[config.mk]
export PLATFORM = sky130hd
export DESIGN_NAME = arbiter_wrr_flat
export DESIGN_NICKNAME = d
export VERILOG_FILES = /design/src/rtl/arbiter_wrr_pkg.sv /design/src/rtl/arbiter_wrr_if.sv /design/src/rtl/arbiter_wrr_pick.sv /design/src/rtl/arbiter_wrr.sv /design/src/flat_wrapper.sv
export SDC_FILE = /design/constraint.sdc
export NUM_CORES = 1
export LEC_CHECK = 0
export CORE_MARGIN = 5
export CORE_UTILIZATION = 49
export CTS_BUF_LIST = sky130_fd_sc_hd__clkbuf_8
export DETAILED_ROUTE_END_ITERATION = 6
export GPL_ROUTABILITY_DRIVEN = 1
export GPL_TIMING_DRIVEN = 0
export PLACE_DENSITY = 0.9
export SYNTH_ARGS = -nofsm -noshare
export SYNTH_HDL_FRONTEND = slang
export SYNTH_HIERARCHICAL = 1
export SYNTH_SLANG_ARGS = --single-unit
[constraint.sdc]
create_clock -name clk -period 6.49 [get_ports clk]
set_input_delay 1.298 -clock clk [delete_from_list [all_inputs] [get_ports clk]]
set_output_delay 1.298 -clock clk [all_outputs]
set_load 0.005 [all_outputs]
[src/rtl/arbiter_wrr_pkg.sv]
// Shared arbiter package: FSM state encoding and the round-robin search helpers
// used by arbiter_wrr and its pick sub-module.
package arbiter_pkg;

  localparam int unsigned MAX_PORTS = 32;

  typedef enum logic {
    ST_IDLE  = 1'b0,
    ST_GRANT = 1'b1
  } state_e;

  // Binary index of a one-hot vector (zero for an all-zero vector).
  function automatic int unsigned onehot2bin(input logic [MAX_PORTS-1:0] oh);
    int unsigned idx;
    idx = 0;
    for (int unsigned i = 0; i < MAX_PORTS; i++) begin
      if (oh[i]) idx = idx | i;
    end
    return idx;
  endfunction

  // First set request bit searching from ptr+1 upward with wrap; -1 when none.
  function automatic int rr_find_next(input logic [MAX_PORTS-1:0] req,
                                      input int unsigned ptr,
                                      input int unsigned n);
    int          found;
    int unsigned idx;
    found = -1;
    for (int unsigned k = 1; k <= MAX_PORTS; k++) begin
      if (k <= n) begin
        idx = (ptr + k) % n;
        if (found < 0 && req[idx]) found = int'(idx);
      end
    end
    return found;
  endfunction

endpackage

[src/rtl/arbiter_wrr_if.sv]
// Arbiter request/grant bundle. Macro ARBITER_WRR_LOCK_EN adds the lock input.
interface arbiter_wrr_if #(
  parameter int unsigned NUM_PORTS    = 4,
  parameter int unsigned WEIGHT_WIDTH = 4
);

  localparam int unsigned SEL_WIDTH = $clog2(NUM_PORTS);

  logic [NUM_PORTS-1:0]              request;
  logic [NUM_PORTS*WEIGHT_WIDTH-1:0] weight;
  logic [NUM_PORTS-1:0]              grant;
  logic [SEL_WIDTH-1:0]              select;
  logic                              active;
`ifdef ARBITER_WRR_LOCK_EN
  logic                              lock;

  modport slave  (input  request, weight, lock, output grant, select, active);
  modport master (output request, weight, lock, input  grant, select, active);
`else
  modport slave  (input  request, weight, output grant, select, active);
  modport master (output request, weight, input  grant, select, active);
`endif

endinterface

[src/rtl/arbiter_wrr_pick.sv]
// Combinational round-robin candidate picker: first request after ptr, with wrap.
module arbiter_wrr_pick
  import arbiter_pkg::*;
#(
  parameter int unsigned NUM_PORTS = 4,
  parameter int unsigned SEL_WIDTH = $clog2(NUM_PORTS)
) (
  input  logic [NUM_PORTS-1:0] req_i,
  input  logic [SEL_WIDTH-1:0] ptr_i,
  output logic [SEL_WIDTH-1:0] cand_c_o,
  output logic                 valid_c_o
);

  int found_c;

  // Rotate-and-priority search delegated to the shared helper.
  always_comb begin
    found_c   = rr_find_next(MAX_PORTS'(req_i), 32'(ptr_i), NUM_PORTS);
    valid_c_o = (found_c >= 0);
    cand_c_o  = valid_c_o ? SEL_WIDTH'(found_c) : '0;
  end

endmodule

[src/rtl/arbiter_wrr.sv]
// Weighted round-robin arbiter: holds each grant for up to weight[i] beats.
// Optional macro ARBITER_WRR_LOCK_EN: lock input freezes credit and holds the grant.
module arbiter_wrr
  import arbiter_pkg::*;
#(
  parameter int unsigned NUM_PORTS    = 4,
  parameter int unsigned WEIGHT_WIDTH = 4
) (
  input  logic          clk,
  input  logic          rst,
  arbiter_wrr_if.slave  bus
);

  localparam int unsigned SEL_WIDTH = $clog2(NUM_PORTS);

  state_e                state_q, state_d;
  logic [SEL_WIDTH-1:0]    ptr_q, ptr_d;
  logic [WEIGHT_WIDTH-1:0] credit_q, credit_d;
  logic [NUM_PORTS-1:0]    grant_q, grant_d;
  logic [SEL_WIDTH-1:0]    select_q, select_d;
  logic                    active_q, active_d;

  logic [SEL_WIDTH-1:0]    cand_c;
  logic                    cand_valid_c;
  logic [WEIGHT_WIDTH-1:0] cand_weight_c;
  logic                    rearb_c;
  logic                    hold_lock_c;

  arbiter_wrr_pick #(
    .NUM_PORTS (NUM_PORTS),
    .SEL_WIDTH (SEL_WIDTH)
  ) u_pick (
    .req_i     (bus.request),
    .ptr_i     (ptr_q),
    .cand_c_o  (cand_c),
    .valid_c_o (cand_valid_c)
  );

  assign cand_weight_c = bus.weight[int'(cand_c)*WEIGHT_WIDTH +: WEIGHT_WIDTH];

`ifdef ARBITER_WRR_LOCK_EN
  assign hold_lock_c = bus.lock;
`else
  assign hold_lock_c = 1'b0;
`endif

  // State, pointer, credit and output registers.
  always_ff @(posedge clk) begin
    if (rst) begin
      state_q  <= ST_IDLE;
      ptr_q    <= SEL_WIDTH'(NUM_PORTS - 1);
      credit_q <= '0;
      grant_q  <= '0;
      select_q <= '0;
      active_q <= 1'b0;
    end else begin
      state_q  <= state_d;
      ptr_q    <= ptr_d;
      credit_q <= credit_d;
      grant_q  <= grant_d;
      select_q <= select_d;
      active_q <= active_d;
    end
  end

  // Next-state: burst accounting in GRANT, re-arbitration with no idle bubble.
  always_comb begin
    state_d  = state_q;
    ptr_d    = ptr_q;
    credit_d = credit_q;
    grant_d  = grant_q;
    select_d = select_q;
    active_d = active_q;
    rearb_c  = 1'b0;

    case (state_q)
      ST_IDLE: begin
        rearb_c = cand_valid_c;
      end
      ST_GRANT: begin
        if (!bus.request[ptr_q]) begin
          rearb_c = 1'b1;
        end else if (hold_lock_c) begin
          credit_d = credit_q;
        end else if (credit_q <= WEIGHT_WIDTH'(1)) begin
          rearb_c = 1'b1;
        end else begin
          credit_d = credit_q - WEIGHT_WIDTH'(1);
        end
      end
      default: state_d = ST_IDLE;
    endcase

    if (rearb_c) begin
      if (cand_valid_c) begin
        grant_d  = NUM_PORTS'(1) << cand_c;
        select_d = SEL_WIDTH'(onehot2bin(MAX_PORTS'(grant_d)));
        active_d = 1'b1;
        credit_d = (cand_weight_c == '0) ? WEIGHT_WIDTH'(1) : cand_weight_c;
        ptr_d    = cand_c;
        state_d  = ST_GRANT;
      end else begin
        grant_d  = '0;
        active_d = 1'b0;
        state_d  = ST_IDLE;
      end
    end
  end

  assign bus.grant  = grant_q;
  assign bus.select = select_q;
  assign bus.active = active_q;

endmodule

[src/flat_wrapper.sv]
// flat-port wrapper written by rule: the top's interface ports become plain ports
module arbiter_wrr_flat import arbiter_pkg::*;
#(
  parameter int unsigned NUM_PORTS    = 4,
  parameter int unsigned WEIGHT_WIDTH = 4
)
  (clk, rst, bus_request, bus_weight, bus_grant, bus_select, bus_active);
  arbiter_wrr_if #(.NUM_PORTS(NUM_PORTS), .WEIGHT_WIDTH(WEIGHT_WIDTH)) bus_i ();
  input  logic clk;
  input  logic rst;
  input wire logic [$bits(bus_i.request)-1:0] bus_request;
  input wire logic [$bits(bus_i.weight)-1:0] bus_weight;
  output wire logic [$bits(bus_i.grant)-1:0] bus_grant;
  output wire logic [$bits(bus_i.select)-1:0] bus_select;
  output wire logic [$bits(bus_i.active)-1:0] bus_active;
  assign bus_i.request = bus_request;
  assign bus_i.weight = bus_weight;
  assign bus_grant = bus_i.grant;
  assign bus_select = bus_i.select;
  assign bus_active = bus_i.active;
  arbiter_wrr #(.NUM_PORTS(NUM_PORTS), .WEIGHT_WIDTH(WEIGHT_WIDTH)) u_core (.clk(clk), .rst(rst), .bus(bus_i));
endmodule
==> metrics.txt <==
Worst path slowest cell clkdlybuf4s50_1; sequential-to-total area share from yosys stat 0.315; cells after synthesis 85; Yosys warnings 6; Required @ worst endpoint 6.64 ns; Vias approximately 850; final setup fails 0; Rel. slew slack 0.319; RSZ-0062 raised after global routing false; VDD IR max around 0.2 mV; crit path DAT about 3.6 ns; Hold WS 0.484 ns; die area ~2600 sq um; Ant. Diodes 0; DRT Pass-1 Iters 4; WS Path Type primary input to flip-flop; library cells used by synthesis 31; Comb power frac 0.398; net load switching power between 0.0001 and 0.00015 W; syn avg cell area 9.72 sq um; Buf+Inv Stages, Crit Path 2; FF+latch area 260 sq um; worst reg2reg setup slack 4.27 ns; Pins Over Slew Limit 0; first-pass GRT wire length 4.15 mm; Worst setup EP type flip-flop; post-DP HPWL 1.77 mm; Worst R2R Path Depth 7; Clk Latency, worst-skew pair 0.24 ns; Horiz. Die Dim 51.1 microns; vias in the first global route 875; GR Layer Usage met1 0.276; Pint a little over 0.0002 W; Num CTS Buffers 3; Clk pwr share 0.241; Static Leak 0.459 nW; CP peak stage delay between 0.5 and 0.6 ns; Sequential Power Share 0.361; H-tree level count 1; Hold Violations, Final 0; initial antenna violation count 0; clk root buf clkbuf_8; status completed; Critical R2R Launch u_core/ptr_q[1]; Critical Path Start bus_request[1]; core region area 1560 sq um; MaxCap Viol Count 0; crit path capture u_core/credit_q[0]; detailed-route DRC error count 0; share of cells above drive strength 1 0.137; Final ANT Viol Nets 0; CP Max Fanout 8; CTS tree built; Post-CTS Setup Bufs 0; Fill cells 120; critical path depth 9; Post-CTS Hold Fix Bufs 0; grt ovf 0; Final min period 3.46 ns; Synth top area share 0.315; Starting Density 0.530; Resized cells post-CTS 0; Routed wire per std cell around 18 microns; largest net degree at the start of global routing 11; R2R Path End u_core/credit_q[0]; Sw Ratio 0.340; Slew @ Worst Pin between 1 and 1.5 ns; WL final 2.44 mm; Tot GR Track Use 0.211; Synth area leaders dfxtp_1 32%, mux4_2 11%, a21oi_1 4.8%, buf_6 4.1%, a32o_1 3.6%; P&R area growth vs syn 42.0%; type of the most critical hold path flip-flop to flip-flop; nets@finish roughly 140; CTS Buffer Depth 2; GRT met2 Usage 0.339; setup TNS 0 ns; grt peak-use layer met2; Row Count 14; met3 Use GR 0.0494; Via density 6.41; crit-path cells clkdlybuf4s50_1, nor2b_1, a21oi_1, o221ai_2, buf_6, mux4_2, nor3_2, nor4_1, a2111oi_2; area leader, netlist dfxtp_1; syn_nets 109; GP Congestion 0.825; period utilization 0.533; skew final 0.000934 ns; multi-input logic area 502 sq um; Seq cells post-synth 13; Die Ht 51.1 microns; Port Buffers 28; pwr/cell area 264 nW/um^2; critical path's top delay family buffers and inverters; # clock sinks 13; CTS clk-pin slew, worst paths about 0.060 ns; crit path launch type primary input; IO Count 29; DRT iter0 DRCs 18; Fmax 0.289 GHz; Syn Std Cell Area 826 sq um
==> layout make-up <==
cell class / instances / area share
well taps: 16 / 0.0171
inverters: 6 / 0.0192
flip-flops and latches: 13 / 0.222
repair buffers: 28 / 0.239
clock buffers: 3 / 0.0352
multi-input cells: 61 / 0.428
clock inverters: 1 / 0.00427
plain buffers: 5 / 0.0352
==> cell usage after synthesis <==
cell,instances
a2111oi_2,1
a211oi_1,3
a21oi_1,8
a31oi_1,2
a32o_1,3
buf_6,3
clkbuf_1,2
dfxtp_1,13
ha_1,2
inv_1,6
mux2i_1,1
mux4_1,1
mux4_2,4
nand2_1,4
nand2b_1,2
nand3_1,4
nand3b_1,2
nand4_1,1
nor2_1,4
nor2b_1,1
nor3_1,1
nor3_2,2
nor4_1,2
o211a_1,1
o21ai_1,6
o21ba_1,1
o221ai_2,1
o311a_2,1
o311ai_1,1
o31a_1,1
xnor2_1,1
==> kinds of logic after synthesis <==
logic type	Yosys count	synth area share
mux	6	0.153
buf+inv	11	0.0773
fa+ha+maj	2	0.0303
flops	13	0.315
compound gates	29	0.259
simple gates	23	0.155
xor+xnor	1	0.0106
==> how the worst min path moves through the flow <==
stage	startpoint	end	slack, ns	cells after the start
2_1_floorplan	u_core/bus.grant[1]	u_core/bus.grant[1]	0.47	1
5_1_grt	u_core/bus.grant[2]	u_core/bus.grant[2]	0.53	1
3_3_place_gp	u_core/bus.grant[2]	u_core/bus.grant[2]	0.47	1
4_1_cts	u_core/bus.grant[1]	u_core/bus.grant[1]	0.49	1
3_5_place_dp	u_core/bus.grant[1]	u_core/bus.grant[1]	0.47	1
6_report	u_core/bus.grant[1]	u_core/bus.grant[1]	0.48	1
==> flip-flops by register name (all words and copies together) (netlist names) <==
| signal | flops |
|---|---|
| u_core/bus.grant | 4 |
| u_core/credit_q | 4 |
| u_core/bus.select | 2 |
| u_core/ptr_q | 2 |
| u_core/bus.active | 1 |
==> power by group through the flow <==
stage	sequential, W	combinational (W)	clock, W
after floorplan	0.000109	0.0000795	0
after global placement	0.000111	0.000117	0
after detailed placement	0.000113	0.000121	0
after global routing	0.000114	0.000135	0.0000814
final	0.000112	0.000123	0.0000748
after CTS	0.000111	0.000122	0.0000762
==> per-layer routing <==
metal / up-vias / share of wire
met4: 0 / 0.0094
met1: 418 / 0.42
met5: - / 0
li1: 394 / -
met3: 4 / 0.083
met2: 37 / 0.48
==> cells in the final DEF (no fill, tap or decap), types with 2 or more instances in the layout <==
master           synthesis  layout
a31oi_1                  2       2
nor4_1                   2       2
clkbuf_8                 0       3
nand3_1                  4       4
o21ai_1                  6       6
ha_1                     2       2
nand2_1                  4       4
nand2b_1                 2       2
nor2_1                   4       4
clkdlybuf4s50_1          0      28
a32o_1                   3       3
mux4_2                   4       4
buf_6                    3       3
inv_1                    6       6
dfxtp_1                 13      13
nor3_2                   2       2
clkbuf_1                 2       2
a211oi_1                 3       3
a21oi_1                  8       8
nand3b_1                 2       2
==> metrics by stage <==
stage	cells	worst slack [ns]	util	power, W	area [sq um]
2_1_floorplan	85	3.52	-	0.000189	826
3_3_place_gp	129	2.84	0.722	0.000228	1130
3_5_place_dp	129	2.81	0.722	0.000234	1130
4_1_cts	133	3.04	0.752	0.000310	1170
5_1_grt	133	2.89	0.752	0.000330	1170
6_report	133	3.03	0.752	0.000310	1170
No activity file was read; power rests on OpenSTA's default activity.
